==> src/rtl/mode_sequencer.sv <==
// mode_sequencer: top-level mode control FSM.
// Each trigger input on req starts one transaction: the command phase, then the work phase,
// then an optional hold phase until that mode's finish input rises, then an idle report.
// CMD and WORK time out into a one-cycle ERR state. Requests that are not accepted are
// counted in a saturating drop counter.
//
// Ports:
//   sys_clk      system clock
//   rst_n        asynchronous reset, active-low
//   i_req        asynchronous mode triggers, rising-edge sensitive
//   i_finish     asynchronous per-mode finish, rising-edge sensitive
//   o_cmd_code   command code to the sender (mode m -> m+1, report -> 0)
//   o_cmd_valid  command request level, held until i_cmd_done
//   i_cmd_done   1-cycle pulse from the sender: frame transmitted
//   o_work_en    work phase enable
//   o_work_mode  one-hot active mode, valid while o_work_en=1
//   i_work_done  1-cycle pulse from the work engine
//   o_busy       1 in every state except IDLE
//   o_err        1-cycle pulse on timeout
//   o_err_mode   one-hot mode that timed out; sticky until the next error or reset
//   o_drop_cnt   saturating count of request edges that were not accepted
//   o_led        {err_seen, work_en, busy}
module mode_sequencer #(
  parameter int unsigned          NUM_MODES   = 3,
  parameter int unsigned          CMD_W       = 2,
  parameter int unsigned          SYNC_STAGES = 2,
  parameter logic [NUM_MODES-1:0] HOLD_MASK   = 3'b100,
  parameter int unsigned          TIMEOUT_CYC = 1000000
) (
  input  logic                 sys_clk,
  input  logic                 rst_n,
  input  logic [NUM_MODES-1:0] i_req,
  input  logic [NUM_MODES-1:0] i_finish,
  output logic [CMD_W-1:0]     o_cmd_code,
  output logic                 o_cmd_valid,
  input  logic                 i_cmd_done,
  output logic                 o_work_en,
  output logic [NUM_MODES-1:0] o_work_mode,
  input  logic                 i_work_done,
  output logic                 o_busy,
  output logic                 o_err,
  output logic [NUM_MODES-1:0] o_err_mode,
  output logic [7:0]           o_drop_cnt,
  output logic [2:0]           o_led
);

  localparam int unsigned MIDX_W = (NUM_MODES > 1) ? $clog2(NUM_MODES) : 1;
  localparam int unsigned CNT_W  = (TIMEOUT_CYC > 1) ? $clog2(TIMEOUT_CYC) : 1;

  typedef enum logic [2:0] {StIdle, StCmd, StWork, StHold, StReport, StErr} state_e;

  state_e                              r_state;
  logic [SYNC_STAGES-1:0][NUM_MODES-1:0] r_req_sync;
  logic [SYNC_STAGES-1:0][NUM_MODES-1:0] r_fin_sync;
  logic [NUM_MODES-1:0]                r_req_prev;
  logic [NUM_MODES-1:0]                r_fin_prev;
  logic [MIDX_W-1:0]                   r_mode;
  logic [CNT_W-1:0]                    r_tmo_cnt;
  logic [CMD_W-1:0]                    r_cmd_code;
  logic                                r_cmd_valid;
  logic                                r_work_en;
  logic [NUM_MODES-1:0]                r_work_mode;
  logic                                r_busy;
  logic                                r_err;
  logic [NUM_MODES-1:0]                r_err_mode;
  logic                                r_err_seen;
  logic [7:0]                          r_drop_cnt;

  logic [NUM_MODES-1:0] w_req_s;
  logic [NUM_MODES-1:0] w_fin_s;
  logic [NUM_MODES-1:0] w_req_edge;
  logic [NUM_MODES-1:0] w_fin_edge;
  logic                 w_req_any;
  logic [MIDX_W-1:0]    w_req_idx;
  logic [7:0]           w_req_cnt;
  logic [7:0]           w_drop_inc;
  logic [8:0]           w_drop_sum;
  logic [NUM_MODES-1:0] w_mode_onehot;
  logic                 w_tmo;

  assign w_req_s    = r_req_sync[SYNC_STAGES-1];
  assign w_fin_s    = r_fin_sync[SYNC_STAGES-1];
  assign w_req_edge = w_req_s & ~r_req_prev;
  assign w_fin_edge = w_fin_s & ~r_fin_prev;

  assign w_mode_onehot = NUM_MODES'(1) << r_mode;
  assign w_tmo = (TIMEOUT_CYC != 0) && (r_tmo_cnt == CNT_W'(TIMEOUT_CYC - 1));

  // Lowest index wins; every other edge in the same cycle is a drop.
  always_comb begin
    w_req_any = |w_req_edge;
    w_req_idx = '0;
    w_req_cnt = '0;
    for (int i = NUM_MODES - 1; i >= 0; i--) begin
      if (w_req_edge[i]) w_req_idx = MIDX_W'(i);
    end
    for (int i = 0; i < NUM_MODES; i++) begin
      w_req_cnt = w_req_cnt + {7'd0, w_req_edge[i]};
    end
    w_drop_inc = ((r_state == StIdle) && w_req_any) ? (w_req_cnt - 8'd1) : w_req_cnt;
    w_drop_sum = {1'b0, r_drop_cnt} + {1'b0, w_drop_inc};
  end

  always_ff @(posedge sys_clk or negedge rst_n) begin
    if (!rst_n) begin
      r_req_sync <= '0;
      r_fin_sync <= '0;
      r_req_prev <= '0;
      r_fin_prev <= '0;
    end else begin
      r_req_sync <= {r_req_sync[SYNC_STAGES-2:0], i_req};
      r_fin_sync <= {r_fin_sync[SYNC_STAGES-2:0], i_finish};
      r_req_prev <= w_req_s;
      r_fin_prev <= w_fin_s;
    end
  end

  always_ff @(posedge sys_clk or negedge rst_n) begin
    if (!rst_n) begin
      r_state     <= StIdle;
      r_mode      <= '0;
      r_tmo_cnt   <= '0;
      r_cmd_code  <= '0;
      r_cmd_valid <= 1'b0;
      r_work_en   <= 1'b0;
      r_work_mode <= '0;
      r_busy      <= 1'b0;
      r_err       <= 1'b0;
      r_err_mode  <= '0;
      r_err_seen  <= 1'b0;
      r_drop_cnt  <= '0;
    end else begin
      r_drop_cnt <= w_drop_sum[8] ? 8'hFF : w_drop_sum[7:0];
      r_err      <= 1'b0;
      if (r_state == StCmd || r_state == StWork) r_tmo_cnt <= r_tmo_cnt + CNT_W'(1);

      case (r_state)
        StIdle: begin
          if (w_req_any) begin
            r_mode      <= w_req_idx;
            r_cmd_code  <= CMD_W'(w_req_idx) + CMD_W'(1);
            r_cmd_valid <= 1'b1;
            r_busy      <= 1'b1;
            r_tmo_cnt   <= '0;
            r_state     <= StCmd;
          end
        end
        StCmd: begin
          // The awaited pulse takes precedence over a timeout in the same cycle.
          if (i_cmd_done) begin
            r_cmd_valid <= 1'b0;
            r_work_en   <= 1'b1;
            r_work_mode <= w_mode_onehot;
            r_tmo_cnt   <= '0;
            r_state     <= StWork;
          end else if (w_tmo) begin
            r_err       <= 1'b1;
            r_err_mode  <= w_mode_onehot;
            r_err_seen  <= 1'b1;
            r_cmd_valid <= 1'b0;
            r_state     <= StErr;
          end
        end
        StWork: begin
          if (i_work_done) begin
            r_work_en   <= 1'b0;
            r_work_mode <= '0;
            if (HOLD_MASK[r_mode]) begin
              r_state <= StHold;
            end else begin
              r_cmd_code  <= '0;
              r_cmd_valid <= 1'b1;
              r_state     <= StReport;
            end
          end else if (w_tmo) begin
            r_err       <= 1'b1;
            r_err_mode  <= w_mode_onehot;
            r_err_seen  <= 1'b1;
            r_work_en   <= 1'b0;
            r_work_mode <= '0;
            r_state     <= StErr;
          end
        end
        StHold: begin
          if (w_fin_edge[r_mode]) begin
            r_cmd_code  <= '0;
            r_cmd_valid <= 1'b1;
            r_state     <= StReport;
          end
        end
        StReport: begin
          if (i_cmd_done) begin
            r_cmd_valid <= 1'b0;
            r_busy      <= 1'b0;
            r_state     <= StIdle;
          end
        end
        StErr: begin
          r_cmd_code  <= '0;
          r_cmd_valid <= 1'b1;
          r_state     <= StReport;
        end
        default: r_state <= StIdle;
      endcase
    end
  end

  assign o_cmd_code  = r_cmd_code;
  assign o_cmd_valid = r_cmd_valid;
  assign o_work_en   = r_work_en;
  assign o_work_mode = r_work_mode;
  assign o_busy      = r_busy;
  assign o_err       = r_err;
  assign o_err_mode  = r_err_mode;
  assign o_drop_cnt  = r_drop_cnt;
  assign o_led       = {r_err_seen, r_work_en, r_busy};

endmodule
==> config.mk <==
export PLATFORM = sky130hd
export DESIGN_NAME = mode_sequencer
export DESIGN_NICKNAME = d
export VERILOG_FILES = /design/src/rtl/mode_sequencer.sv
export SDC_FILE = /design/constraint.sdc
export NUM_CORES = 1
export LEC_CHECK = 0
export CAP_MARGIN = 20
export CORE_MARGIN = 8
export CORE_UTILIZATION = 61
export CTS_BUF_LIST = sky130_fd_sc_hd__clkbuf_8 sky130_fd_sc_hd__clkbuf_16
export DETAILED_ROUTE_END_ITERATION = 10
export MAX_ROUTING_LAYER = met4
export PLACE_DENSITY = 0.88
export SYNTH_ARGS = -nofsm -noshare
export SYNTH_HDL_FRONTEND = slang
export SYNTH_SLANG_ARGS = --single-unit
==> constraint.sdc <==
create_clock -name sys_clk -period 9.34 [get_ports sys_clk]
set_clock_uncertainty 0.1 [all_clocks]
set_input_delay 1.868 -clock sys_clk [delete_from_list [all_inputs] [get_ports sys_clk]]
set_output_delay 1.868 -clock sys_clk [all_outputs]
set_load 0.005 [all_outputs]
==> impl_metrics.env, run 1 <==
export IMPL_status="complete, no violations"
export IMPL_layout_drive_gt1_share_pct=7.955
export IMPL_powerDensity_mw_per_mm2=271.1
export IMPL_min_path_cells=0
export IMPL_worst_pin_slew_ns=0.8140
export IMPL_synth_async_reset_ratio_pct=100.0
export IMPL_post_dp_hpwl_um=4342
export IMPL_r2r_cells=14
export IMPL_setup_viol=0
export IMPL_synth_top_area_share_pct=50.33
export IMPL_root_buffer="clkbuf_8"
export IMPL_finalCritPeriodShare_pct=40.24
export IMPL_worstSetupStartpoint="w_req_s[2]"
export IMPL_min_path_type="flop to flop"
export IMPL_clock_sinks=64
export IMPL_avgSynthCellArea_um2=10.20
export IMPL_reg2reg_from="w_req_s[2]"
export IMPL_ctsResizeCount=0
export IMPL_avgViaCountPerCell=5.758
export IMPL_critPathRequiredTime_ns=9.51
export IMPL_synthFlopType="dfrtp_1"
export IMPL_yosysMostFrequentCell="dfrtp_1"
export IMPL_start_util_pct=62.70
export IMPL_r2r_end="o_drop_cnt[7]"
export IMPL_synthTopCellsByCount="64 x dfrtp_1, 31 x nand2_1, 30 x nor2_1"
export IMPL_syn_num_nets=329
export IMPL_hold_viol=0
export IMPL_cts_hold_buf=0
export IMPL_crit_arrival_ns=3.93
export IMPL_clockBufferDepth=2
export IMPL_drc=0
export IMPL_numCtsBuffers=9
export IMPL_seqCellArea_mm2=0.001602
export IMPL_cts_tree="built"
export IMPL_finalCriticalPeriod_ns=3.759
export IMPL_max_freq_mhz=266.1
export IMPL_leakagePower_nw=1.635
export IMPL_core_mm2=0.005075
export IMPL_clk_pin_slew_ns=0.06
export IMPL_yosysUniqueCellTypes=57
export IMPL_wl_per_cell_um=15.22
export IMPL_ir_drop_mv=0.1947
export IMPL_cts_setup_buffers=0
export IMPL_drt_iter0_drc=116
export IMPL_rows=26
export IMPL_vias=2430
export IMPL_fin_tns_setup_ns=0
export IMPL_grt_overflow=0
export IMPL_syn_inst=312
export IMPL_pre_cts_slack_ns=5.603
export IMPL_die_area_mm2=0.007783
export IMPL_cts_htree_levels=3
export IMPL_fp_dieW_um=88.22
export IMPL_maxCapViolCount=0
export IMPL_grt_pass1_wl_um=11080
export IMPL_areaGrowthSynthToFinish_pct=17.70
export IMPL_relSlewSlack_pct=45.23
export IMPL_grt_max_degree=65
export IMPL_worstSkewPairLatency_ns=0.34
export IMPL_syn_area_mm2=0.003182
export IMPL_io_pins=33
export IMPL_rsz0062_at_grt="false"
export IMPL_place_area_mm2=0.003546
export IMPL_port_buffers=32
export IMPL_fin_area_mm2=0.003745
export IMPL_synth_top_cells_by_area="dfrtp_1 50%, nand2_1 3.7%, xor2_1 3.6%"
export IMPL_track_usage_pct=18.83
export IMPL_antenna_found_initial=0
export IMPL_die_height_um=88.22
export IMPL_crit_fanout=8
export IMPL_antenna_cells=0
export IMPL_yosys_warnings=0
export IMPL_ys_seq_elements=64
export IMPL_r2r_slack_ns=5.58
export IMPL_nFillCells=362
export IMPL_ys_seq_area_share_pct=50.33
export IMPL_grt_pass1_vias=2424
export IMPL_ant_nets=0
export IMPL_synth_edf_count=0
export IMPL_dr_pass1_iters=4
export IMPL_wirelength_um=6421
export IMPL_routabilityCongestion=0.9066
export IMPL_multiInputGateArea_mm2=0.001490
export IMPL_holdCritStartpoint="r_req_sync[2]"
export IMPL_criticalPathCategory="flop to flop"
export IMPL_fin_nets=364
export IMPL_setup_ws_ns=5.581
export IMPL_cp_start_kind="flop"
export IMPL_min_to="w_req_s[2]"
export IMPL_cp_end_kind="flop"
export IMPL_slew_violations=0
export IMPL_yosys_area_top_type="dfrtp_1"
## where the power goes
part | switching [W] | total [W] | internal (W)
Clock | 0.000102 | 0.000237 | 0.000135
Combinational | 0.000191 | 0.000384 | 0.000193
Sequential | 0.0000674 | 0.000394 | 0.000326
## area by class of cell
class                   instances  area share, %
inverters                      11          1.169
clock buffers                  11          4.043
well taps                      70          2.339
repair buffers                 33          8.620
clock inverters                 5          1.270
flip-flops and latches         64          42.77
multi-input cells             228          39.79
## flip-flops by register name, indices dropped and copies added (netlist names), 2 cells and up
signal       cells
r_mode           2
w_fin_s          3
o_work_mode      3
r_state          3
r_tmo_cnt       20
r_fin_sync       3
o_err_mode       3
w_req_s          3
o_drop_cnt       8
r_fin_prev       3
r_req_prev       3
o_cmd_code       2
r_req_sync       3
## how the worst max path moves through the flow
stage	endpoint	slack [ns]	depth (start not counted)
6_report	o_drop_cnt[7]	5.58	14
5_1_grt	o_drop_cnt[7]	5.20	14
4_1_cts	o_drop_cnt[7]	5.58	14
3_5_place_dp	o_drop_cnt[0]	5.60	14
3_3_place_gp	o_cmd_code[0]	5.69	5
2_1_floorplan	o_drop_cnt[3]	6.05	14
## critical path: stages, from the launching register on
cell      delay [ns]
dfrtp_1         0.36
nor2b_1         0.44
xnor2_1         0.18
ha_1            0.26
inv_1           0.09
ha_1            0.18
nor4b_4         0.25
o31ai_4         0.19
inv_4           0.14
ha_1            0.23
and2_1          0.17
mux2i_1         0.11
or3_1           0.35
a311oi_2        0.47
nand2b_1        0.17
## cell usage in the layout, fill, tap and decap left out, drive strengths merged, types with 3 or more instances in the layout
cell / instances
a31oi: 3
nor2b: 8
nand2: 31
a21oi: 21
xor2: 13
clkbuf: 11
or3: 4
nand3: 7
nor2: 30
nor3: 7
and4: 4
nand3b: 3
o21ai: 11
nand4: 4
ha: 6
mux2i: 4
a22o: 4
clkdlybuf4s50: 31
nand2b: 15
inv: 13
o22ai: 3
dfrtp: 64
xnor2: 12
or2: 3
and3: 5
## through the flow
stage | cells | total power (W) | util, % | hold WS [ns]
final | 422 | 0.001015 | 73.79 | 0.2499
after global routing | 422 | 0.001082 | 73.79 | 0.2564
after CTS | 422 | 0.001020 | 73.79 | 0.2512
after detailed placement | 406 | 0.0007807 | 69.87 | 0.2363
after global placement | 406 | 0.0007674 | 69.87 | 0.2323
after floorplan | 312 | 0.0006451 | - | 0.2312
## cells by family after synthesis
logic type	share of synthesized area (%)
buf+inv	2.831
xor+xnor	6.882
simple gates	21.67
compound gates	13.33
flops	50.33
mux	1.966
fa+ha+maj	2.989
## routing by layer
layer  global-route usage [%]  up-vias  routed length [µm]
met5                        -        -                   0
met4                    9.370        0                 142
met3                    3.064       14                 307
met2                    29.33       72                3050
met1                    23.26     1172                2921
li1                         -     1172                   -
(Power assumes the default switching activity.)
==> run 2: changes to the inputs <==
CORE_UTILIZATION = 51   (was 61)
PLACE_DENSITY = 0.79   (was 0.88)
clock period = 3.24 ns   (was 9.34 ns; I/O delays follow)
==> run 2 against run 1 <==
  * First-iteration DRC count decreased by 0.86%
  * Critical path depth is the same
  * Design area grew 7.8%
  * Sequential share of layout area fell by 3.1 points
  * Die area increased by 16%
  * Non-clock buffer count is 18 higher
  * Maximum frequency grew 20%
  * Register-to-register slack worse by 5.5 ns
  * Largest cell class is now multi-input combinational cells
  * Sequential power grew to 2.7 times the previous value
  * Combinational power grew to 3.7 times the previous value
  * Worst setup slack lost 5.5 ns
  * Worst hold slack improved by 0.00071 ns
==> impl_metrics.env, run 2 (same netlist as run 1, synthesis figures left out) <==
export IMPL_numCtsBuffers=9
export IMPL_use_met3_pct=4.603
export IMPL_antenna_found_initial=0
export IMPL_status="complete, no violations"
export IMPL_cp_start_kind="flop"
export IMPL_dp_cells=424
export IMPL_cp_end_kind="flop"
export IMPL_grt_max_degree=34
export IMPL_reg2reg_from="r_req_prev[0]"
export IMPL_finalCriticalPeriod_ns=3.121
export IMPL_swShare_pct=37.11
export IMPL_crit_fanout=4
export IMPL_grt_overflow=0
export IMPL_leakagePower_nw=1.749
export IMPL_cts_htree_levels=3
export IMPL_r2r_slack_ns=0.12
export IMPL_pwr_share_clk_pct=21.9
export IMPL_grt_pass1_wl_um=11450
export IMPL_crit_arrival_ns=3.26
export IMPL_clock_sinks=64
export IMPL_grt_use_met2_pct=24.74
export IMPL_worstSetupStartpoint="r_req_prev[0]"
export IMPL_ant_nets=0
export IMPL_io_pins=33
export IMPL_routabilityCongestion=0.8507
export IMPL_largest_reg_flops=20
export IMPL_cts_hold_buf=0
export IMPL_grt_busiest_layer="met2"
export IMPL_clk_pin_slew_ns=0.08
export IMPL_wl_per_cell_um=15.66
export IMPL_areaGrowthSynthToFinish_pct=26.86
export IMPL_seqCellArea_mm2=0.001602
export IMPL_nFillCells=432
export IMPL_p_int_w=0.002010
export IMPL_maxCapViolCount=0
export IMPL_pwr_share_seq_pct=33.8
export IMPL_setup_viol=0
export IMPL_post_dp_hpwl_um=4745
export IMPL_total_power_w=0.003196
export IMPL_critPathRequiredTime_ns=3.38
export IMPL_layout_common_cells="64 x dfrtp_1, 31 x nand2_1, 31 x clkdlybuf4s50_1"
export IMPL_rows=28
export IMPL_pre_cts_slack_ns=-0.1053
export IMPL_antenna_cells=0
export IMPL_clockBufferDepth=2
export IMPL_dr_pass1_iters=5
export IMPL_cp_endpoint="o_drop_cnt[7]"
export IMPL_min_path_type="primary input to asynchronous set/reset pin"
export IMPL_root_buffer="clkbuf_8"
export IMPL_p_switching_w=0.001186
export IMPL_relSlewSlack_pct=53.02
export IMPL_max_freq_mhz=320.4
export IMPL_drt_iter0_drc=115
export IMPL_r2r_cells=14
export IMPL_drc=0
export IMPL_r2r_end="o_drop_cnt[7]"
export IMPL_ir_drop_mv=0.5040
export IMPL_wirelength_um=6968
export IMPL_core_mm2=0.005991
export IMPL_worst_pin_slew_ns=0.7047
export IMPL_start_util_pct=53.11
export IMPL_die_area_mm2=0.009022
export IMPL_top_register="r_tmo_cnt"
export IMPL_avgViaCountPerCell=5.625
export IMPL_hold_viol=0
export IMPL_slew_violations=0
export IMPL_multiInputGateArea_mm2=0.001620
export IMPL_setup_ws_ns=0.1194
export IMPL_layout_drive_gt1_share_pct=18.11
export IMPL_fin_tns_setup_ns=0
export IMPL_fp_dieW_um=94.99
export IMPL_grtUsageMet1_pct=20.72
export IMPL_track_usage_pct=16.58
export IMPL_final_common_cell="dfrtp_1"
export IMPL_finalNonFillerCells=445
export IMPL_die_height_um=94.99
export IMPL_powerDensity_mw_per_mm2=791.9
export IMPL_fin_nets=382
export IMPL_port_buffers=32
export IMPL_comb_power_share_pct=44.3
export IMPL_worstSkewPairLatency_ns=0.34
export IMPL_finalCritPeriodShare_pct=96.32
export IMPL_grt_pass1_vias=2478
export IMPL_criticalPathCategory="flop to flop"
export IMPL_cts_tree="built"
export IMPL_vias=2503
[run 2: cell type report]
class,instances,area share [%]
multi-input combinational,228,40.14
sequential,64,39.68
timing repair buffer,51,11.66
clock buffer,9,3.069
tap,75,2.325
clock inverter,7,1.984
inverter,11,1.147
[run 2: worst min-delay path by stage]
stage	startpoint	endpoint
after detailed placement	r_fin_sync[0]	w_fin_s[0]
after floorplan	r_fin_sync[0]	w_fin_s[0]
after global placement	r_req_sync[1]	w_req_s[1]
after CTS	rst_n	r_mode[1]
final	rst_n	r_fin_sync[0]
after global routing	r_fin_sync[1]	w_fin_s[1]
[run 2: power by group through the flow]
stage               sequential [W]  combinational, W  clock, W
floorplan                  0.00108          0.000788         0
global placement           0.00108           0.00121         0
detailed placement         0.00108           0.00126         0
CTS                        0.00107           0.00128  0.000709
global route               0.00110           0.00156  0.000748
finish                     0.00108           0.00142  0.000700
[run 2: per-layer routing]
metal / part of all wire, % / wire length (µm)
met1: 44 / 3098
met2: 49 / 3406
met3: 5.1 / 353
met4: 1.6 / 110
met5: 0 / 0
[run 2: metrics by stage]
stage / instance area (µm²) / hold WS, ns / utilization [%]
CTS: 3899 / 0.2559 / 65.08
floorplan: 3197 / 0.2312 / -
finish: 4036 / 0.2506 / 67.38
global route: 4036 / 0.2596 / 67.38
global placement: 3676 / 0.2334 / 61.36
detailed placement: 3676 / 0.2389 / 61.36
[run 2: critical path, cell delays in order, from the launching register on]
cell	delay, ns
dfrtp_1	0.38
nand2b_4	0.15
xnor2_2	0.17
ha_2	0.31
inv_4	0.08
ha_4	0.19
mux2i_2	0.16
buf_4	0.13
ha_1	0.22
a21oi_1	0.32
nand2_1	0.13
a211o_1	0.30
o22ai_1	0.18
xnor2_1	0.14
nand2b_1	0.07
[run 2: repair_timing]
item	4_1_cts	5_1_grt
pin swaps	4	8
hold endpoints to repair	0	0
setup buffers	1	4
gates resized for setup	1	21
endpoints found under the setup margin	7	8
